--- config.mk ---
export PLATFORM = sky130hd
export DESIGN_NAME = spi_page_buf
export DESIGN_NICKNAME = d
export VERILOG_FILES = /design/src/rtl/spi_page_buf.sv
export SDC_FILE = /design/constraint.sdc
export NUM_CORES = 2
export LEC_CHECK = 0
export CAP_MARGIN = 15
export CORE_MARGIN = 5
export CORE_UTILIZATION = 60
export DETAILED_ROUTE_END_ITERATION = 12
export PLACE_DENSITY = 0.76
export RECOVER_POWER = 25
export SLEW_MARGIN = 25
export SYNTH_ARGS = -nofsm -noshare
export SYNTH_HDL_FRONTEND = slang
export SYNTH_SLANG_ARGS = --single-unit
export TNS_END_PERCENT = 1
--- constraint.sdc ---
create_clock -name sys_clk -period 4.3 [get_ports sys_clk]
set_input_delay 0.86 -clock sys_clk [delete_from_list [all_inputs] [get_ports sys_clk]]
set_output_delay 0.86 -clock sys_clk [all_outputs]
set_load 0.05 [all_outputs]
--- src/rtl/spi_page_buf.sv ---
// rtl/spi_page_buf.sv - page-data source (RAM / pattern / fill) streaming over valid/ready
module spi_page_buf #(
  parameter int DATA_W     = 8,
  parameter int PAGE_BYTES = 256,
  parameter int ADDR_W     = 8
) (
  input  logic              sys_clk,
  input  logic              sys_rst_n,
  input  logic [1:0]        mode,
  input  logic [DATA_W-1:0] seed,
  input  logic              wr_en,
  input  logic [ADDR_W-1:0] wr_addr,
  input  logic [DATA_W-1:0] wr_data,
  input  logic              start,
  input  logic [ADDR_W-1:0] start_addr,
  input  logic [ADDR_W:0]   len,
  input  logic              abort,
  output logic              out_valid,
  input  logic              out_ready,
  output logic [DATA_W-1:0] out_data,
  output logic              out_last,
  output logic              busy,
  output logic              done,
  output logic [DATA_W-1:0] checksum
);

  typedef enum logic [1:0] {
    S_IDLE   = 2'd0,
    S_FETCH  = 2'd1,
    S_STREAM = 2'd2
  } state_t;

  localparam logic [ADDR_W:0] PAGE_LEN = (ADDR_W+1)'(PAGE_BYTES);

  state_t              state_q, state_d;
  logic [1:0]          mode_q, mode_d;
  logic [DATA_W-1:0]   seed_q, seed_d;
  logic [ADDR_W-1:0]   addr_q, addr_d;
  logic [ADDR_W:0]     len_q, len_d;
  logic [ADDR_W:0]     idx_q, idx_d;
  logic [DATA_W-1:0]   checksum_q, checksum_d;
  logic                done_q, done_d;

  logic [DATA_W-1:0]   mem [PAGE_BYTES];
  logic [DATA_W-1:0]   rd_data_q;

  logic                fire;
  logic                is_last;
  logic [DATA_W-1:0]   src_byte;
  logic [ADDR_W:0]     len_eff;

  // Source mux and handshake; data is forced to zero whenever nothing is presented
  always_comb begin
    fire     = (state_q == S_STREAM) && out_ready;
    is_last  = (idx_q == (len_q - 1'b1));
    case (mode_q)
      2'd1:    src_byte = seed_q + DATA_W'(idx_q);
      2'd2:    src_byte = seed_q;
      default: src_byte = rd_data_q;
    endcase
    out_valid = (state_q == S_STREAM);
    out_data  = out_valid ? src_byte : '0;
    out_last  = out_valid && is_last;
    busy      = (state_q != S_IDLE);
    done      = done_q;
    checksum  = checksum_q;
    if ((len == '0) || (len > PAGE_LEN)) len_eff = PAGE_LEN;
    else                                 len_eff = len;
  end

  // Next-state logic; abort wins over a coincident fire so that byte is never counted
  always_comb begin
    state_d    = state_q;
    mode_d     = mode_q;
    seed_d     = seed_q;
    addr_d     = addr_q;
    len_d      = len_q;
    idx_d      = idx_q;
    checksum_d = checksum_q;
    done_d     = 1'b0;
    case (state_q)
      S_IDLE: begin
        if (start) begin
          mode_d     = mode;
          seed_d     = seed;
          addr_d     = start_addr;
          len_d      = len_eff;
          idx_d      = '0;
          checksum_d = '0;
          state_d    = S_FETCH;
        end
      end
      S_FETCH: begin
        if (abort) state_d = S_IDLE;
        else       state_d = S_STREAM;
      end
      S_STREAM: begin
        if (abort) begin
          state_d = S_IDLE;
        end else if (fire) begin
          checksum_d = checksum_q + out_data;
          if (is_last) begin
            state_d = S_IDLE;
            done_d  = 1'b1;
          end else begin
            idx_d  = idx_q + 1'b1;
            addr_d = addr_q + 1'b1;
          end
        end
      end
      default: state_d = S_IDLE;
    endcase
  end

  // Control and status registers
  always_ff @(posedge sys_clk or negedge sys_rst_n) begin
    if (!sys_rst_n) begin
      state_q    <= S_IDLE;
      mode_q     <= '0;
      seed_q     <= '0;
      addr_q     <= '0;
      len_q      <= '0;
      idx_q      <= '0;
      checksum_q <= '0;
      done_q     <= 1'b0;
    end else begin
      state_q    <= state_d;
      mode_q     <= mode_d;
      seed_q     <= seed_d;
      addr_q     <= addr_d;
      len_q      <= len_d;
      idx_q      <= idx_d;
      checksum_q <= checksum_d;
      done_q     <= done_d;
    end
  end

  // Page RAM: host writes only when idle; read port tracks the next address so data is ready after a fire
  always_ff @(posedge sys_clk) begin
    if (wr_en && (state_q == S_IDLE)) mem[wr_addr] <= wr_data;
    rd_data_q <= mem[addr_d];
  end

endmodule
**Word-level counts from Yosys, hierarchy flattened**

Memory sizes are Yosys's and may differ from the RTL's. A register that Yosys moved wholly into a read port is not among the register bits.
Cells that the tools add are included.

- Input port bits: 49
- Memories: 1
- Word-level logic and storage cells: 67
- Output and inout port bits: 20
- Register bits: 47
- RAM bits: 2048

- Magnitude comparators: 1
- Add/subtract/negate cells: 5
- Reductions and logical operators: 12
- Eq/ne operators: 11
- Mux-type cells: 29

Memories:

| name | words | width | read ports | clocked after Yosys merged registers in | wr ports | line | text |
|---|---|---|---|---|---|---|---|
| mem | 256 | 8 | 1 | 1 | 1 | 44 | `logic [DATA_W-1:0] mem [PAGE_BYTES];` |

Operators with widths:

| cell | count |
|---|---|
| 2-to-1 mux 8 bit | 8 |
| case mux 8 bit (2 select lines) | 3 |
| 2-to-1 mux 9 bit | 5 |
| case mux 9 bit (2 select lines) | 1 |
| adder 8 bit | 2 |
| 2-to-1 mux 2 bit | 5 |
| adder 9 x 1 -> 9 bit (second input constant) | 1 |
| == test 9 bit | 1 |
| greater-than comparator 9 bit (second input constant) | 1 |
| logical NOT 9 bit | 1 |
| subtractor 9 x 1 -> 9 bit (second input constant) | 1 |
| adder 8 x 1 -> 8 bit (second input constant) | 1 |
| 2-to-1 mux 1 bit | 6 |
| != test 2 bit (second input constant) | 3 |
| != test 3 x 2 -> 1 bit (second input constant) | 2 |
| case mux 2 bit (3 select lines) | 1 |
| AND reduction 5 bit | 1 |
| == test 2 x 1 -> 1 bit (second input constant) | 2 |
| == test 2 bit (second input constant) | 2 |
| AND reduction 4 bit | 1 |
| nonzero test 2 bit | 2 |
| logical AND 1 bit | 3 |
| AND reduction 3 bit | 1 |
| logical NOT 2 bit | 1 |
| 3 further kinds | 3 |

**Longest topological paths before layout**

- Depth in word-level cells: 7
- Depth in mapped cells: 21
- Mapped depth without buffers: 18

**Worst setup path before layout**

OpenSTA, ideal clock, no wires.

- Path type: flip-flop to flip-flop
- From: reg idx_q[0]
- To: reg checksum_q[7], in the netlist checksum[7]
- Stages on the path, launching flop included: 18
- Data arrival time: 3798 ps
- Path buffers: 0
- Clock period less this slack: 3943 ps
- Data required time: 4155 ps
- Path slack: 357 ps
- Setup time: 145 ps
- Cell sequence: dfrtp_1 -> ha_1 -> fa_1 -> a22oi_1 -> nor2_1 -> a21oi_1 -> nor2_1 -> ha_1 -> a21o_1 -> a21o_1 -> a21o_1 -> a21oi_1 -> o21bai_1 -> a21oi_1 -> xnor2_1 -> nor2_1 -> o21ai_0 -> o21ai_0

- Cells in the longest elaborated chain, start to end: 7

Ends and longest elaborated chain:

| what | line | text |
|---|---|---|
| from (decl) | 40 | `logic [ADDR_W:0] idx_q, idx_d;` |
| from (signal assigned) | 132 | `idx_q <= idx_d;` |
| adder 8 bit | 57 | `2'd1: src_byte = seed_q + DATA_W'(idx_q);` |
| case mux 8 bit (2 select lines) | 56 | `case (mode_q)` |
| 2-to-1 mux 8 bit | 62 | `out_data = out_valid ? src_byte : '0;` |
| via out_data[1] | 20 | `output logic [DATA_W-1:0] out_data,` |
| adder 8 bit | 101 | `checksum_d = checksum_q + out_data;` |
| 2-to-1 mux 8 bit | 100 | `end else if (fire) begin` |
| 2-to-1 mux 8 bit | 98 | `if (abort) begin` |
| case mux 8 bit (2 select lines) | 81 | `case (state_q)` |
| to (signal assigned) | 133 | `checksum_q <= checksum_d;` |
| to (decl) | 41 | `logic [DATA_W-1:0] checksum_q, checksum_d;` |

The timed path passes the listed nets, and every way through them passes these cells. The select of a mux whose other input is x is not followed.
A chain may end at the register's enable or synchronous reset.

**Worst setup path after layout**

- From: reg len_q[0]
- To: reg rd_data_q[3] (read register of mem)

- Cells in the longest elaborated chain, start to end: 6

Ends and longest elaborated chain:

| what | line | text |
|---|---|---|
| from (decl) | 39 | `logic [ADDR_W:0] len_q, len_d;` |
| from (signal assigned) | 131 | `len_q <= len_d;` |
| subtractor 9 x 1 -> 9 bit | 55 | `is_last = (idx_q == (len_q - 1'b1));` |
| == test 9 bit | 55 |  |
| 2-to-1 mux 8 bit | 102 | `if (is_last) begin` |
| 2-to-1 mux 8 bit | 100 |  |
| 2-to-1 mux 8 bit | 98 |  |
| case mux 8 bit (2 select lines) | 81 |  |
| to (decl) | 45 | `logic [DATA_W-1:0] rd_data_q;` |

No other way between the ends.

==> metrics <==
CP Max Fanout 15; first-pass GRT wire length 385000 um; CTS max path bufs 3; IO buf count 68; VDD IR max approximately 0.45 mV; Peak Freq between 200 and 250 MHz; initial antenna violation count 17; LEAKAGE about 0.036 uW; die width about 390 um; Yosys reg bits about 2.1k; Worst Tran Pin Value about 4.6 ns; TritonCTS clock tree yes; clk root buf clkbuf_16; routed vias/inst ~6.6; Area Growth Syn to Fin 18.8%; Final Non-Filler Cells around 9.3k; Post-synth EDFFs about 2k; Mapped Area 85500 um^2; final worst-path cycle share 1.08; FFs w/ async S/R, synth 0.0223; register area between 60000 and 70000 um^2; startpoint types flop; most frequent cells in the layout edfxtp_1, nand2_1, buf_4, nand3_1, nor2_1; failing checks max-capacitance violations, max-slew violations, negative setup slack; CTS clock-pin slew for the worst setup and hold paths about 0.060 ns; yosys synthesis warning count 0; core footprint roughly 140000 um^2; row cnt approximately 140; Worst-Skew Late Latency 0.87 ns; Cells after Synth 6549; most common cell after layout, fill and taps aside edfxtp_1; Iteration-0 DRC Markers ~10k; Initial Util 0.604; Crit Path Class reg2reg; Final GP Congestion between 1 and 1.5; largest net degree at the start of global routing approximately 170; residual DRC count 0; Worst EP arrival about 5.4 ns; final hold violations 0; Final WS setup -0.359 ns; # fillers just under 9k; chip height between 300 and 400 um; FF-to-FF path depth 21; clk sinks around 2.1k; pwr/cell area between 500 and 600 nW/um^2; final setup violation count approximately 220; nets@finish 7318; WHS Path Cells 1; global route overflow 0; clock skew between 0.04 and 0.05 ns; worst rel slew slack -2.04; layout cells sized above 1 0.175; CTS H-tree lvls 4; syn nets ~6.6k; antenna-violating nets left 0; placed cells a little under 9k; syn_area_per_cell between 10 and 15 um^2; vias slightly above 60k; total global-route track usage 0.344; die area approximately 150000 um^2; hold_buf cts 0; synth unique cells 87; drt first pass iters 7; hold slack around 0.48 ns; ys flop type edfxtp_1; Final Critical Period 4.66 ns; wire per inst ~28 um; vias in the first global route ~60k; Multi-input gate area ~21000 um^2; Ports 69; Req. time, crit path 5.07 ns; PnR Total Power between 50000 and 60000 uW; final wirelength 264000 um; final core occ 0.718; RSZ-0062 raised after global routing true; hold crit path type reg2reg; Max-Cap Viols 11; Worst Setup End Kind flop; sequential-to-total area share from yosys stat 0.734; outcome finished, violations left; HPWL after DPL between 150000 and 200000 um; Num CTS Buffers just over 200; Slew Viols, Final around 1.0k
-- power breakdown --
part	switching (uW)	leakage (uW)	internal, uW
sequential	172	0.0191	22600
combinational	11100	0.0139	6390
clock	7760	0.00320	10200
-- synth_stat cells, types with 20 or more instances --
master | instances | share of area
o21ai_0 | 37 | 0.0022
a31oi_1 | 82 | 0.0060
nor2_1 | 330 | 0.014
nand4_1 | 47 | 0.0034
ha_1 | 20 | 0.0029
edfxtp_1 | 2048 | 0.72
mux2i_1 | 197 | 0.023
buf_4 | 75 | 0.0066
o22ai_1 | 54 | 0.0039
a22oi_1 | 47 | 0.0041
a32oi_1 | 86 | 0.0088
nand2_1 | 1725 | 0.076
buf_2 | 235 | 0.014
clkbuf_1 | 112 | 0.0049
nor4_1 | 62 | 0.0045
a211oi_1 | 45 | 0.0039
nand3_1 | 644 | 0.038
a21oi_1 | 276 | 0.016
dfrtp_1 | 47 | 0.014
inv_1 | 21 | 0.00092
and3_1 | 66 | 0.0048
-- critical path, stage by stage (launching register included) --
cell and delay, ns:
dfrtp_1 0.38, inv_1 0.07, ha_2 0.18, buf_4 0.12
nand4bb_1 0.14, a211oi_2 0.31, o311a_1 0.25, o211ai_1 0.22
a41o_1 0.33, or2_4 0.32, inv_8 0.17, buf_8 0.21
buf_12 0.19, nor2_4 0.07, buf_8 0.13, buf_4 0.16
a32oi_1 0.28, nand3_1 0.22, o32ai_4 0.32, o41ai_1 0.14
buf_4 0.15, nor3_1 0.17
-- metal layers --
| metal | global-route usage | routed length [um] | vias to the layer above |
|---|---|---|---|
| met4 | 0.197 | 16800 | 12 |
| li1 | - | - | 25592 |
| met2 | 0.512 | 118000 | 5094 |
| met5 | 0 | 81 | - |
| met3 | 0.106 | 39500 | 994 |
| met1 | 0.453 | 89100 | 29566 |
-- logic make-up (layout without fill, tap and decap cells) --
logic type               Yosys count  in the layout  synth area share
flip-flops                      2103           2103             0.734
AND/OR/NAND/NOR                 2972           2972             0.148
AO/OA/AOI/OAI                    753            753            0.0584
XOR/XNOR                          26             26           0.00266
multiplexers                     205            205            0.0249
adder cells (fa/ha/maj)           22             22           0.00339
other                              0             14                 0
buffers and inverters            468           1340            0.0278
-- registers in the layout (all words and copies together), names as in the netlist, 8 cells and up --
signal,flops
mem,2048
rd_data_q,8
idx_q,9
len_q,9
checksum,8
seed_q,8
addr_q,8
-- worst paths after layout --
check	from	to	slack, ns
worst max-delay path	len_q[0]	rd_data_q[3]	-0.36
worst max register to register	len_q[0]	rd_data_q[3]	-0.36
min in group asynchronous	sys_rst_n	idx_q[2]	0.89
worst min-delay path	checksum[7]	checksum[7]	0.48
worst min register to register	checksum[7]	checksum[7]	0.48
max in group asynchronous	sys_rst_n	addr_q[6]	1.86
-- final cells by class --
cell class | count | share of cell area
sequential | 2103 | 0.618
multi-input combinational | 3978 | 0.207
timing repair buffer | 937 | 0.0844
clock buffer | 242 | 0.0516
tap | 1890 | 0.0233
clock inverter | 136 | 0.0135
inverter | 25 | 0.00124
antenna | 14 | 0.000345
-- metrics by stage --
step                area, um^2  TNS, ns  setup WS [ns]
floorplan                85500        0          0.357
global placement         94000    -6.61          -1.36
detailed placement       94000    -5.62         -0.858
CTS                     101000    -1.60         -0.211
global route            102000   -38.10         -0.455
finish                  102000   -33.20         -0.359
-- timing repair --
item                       in CTS  in global routing
setup endpoints to repair      15                 15
gates resized for setup       108                 68
cloned                          3                  3
setup buffers                  16                  6
pin swaps                      22                 26
No activity file was read; power rests on OpenSTA's default activity.
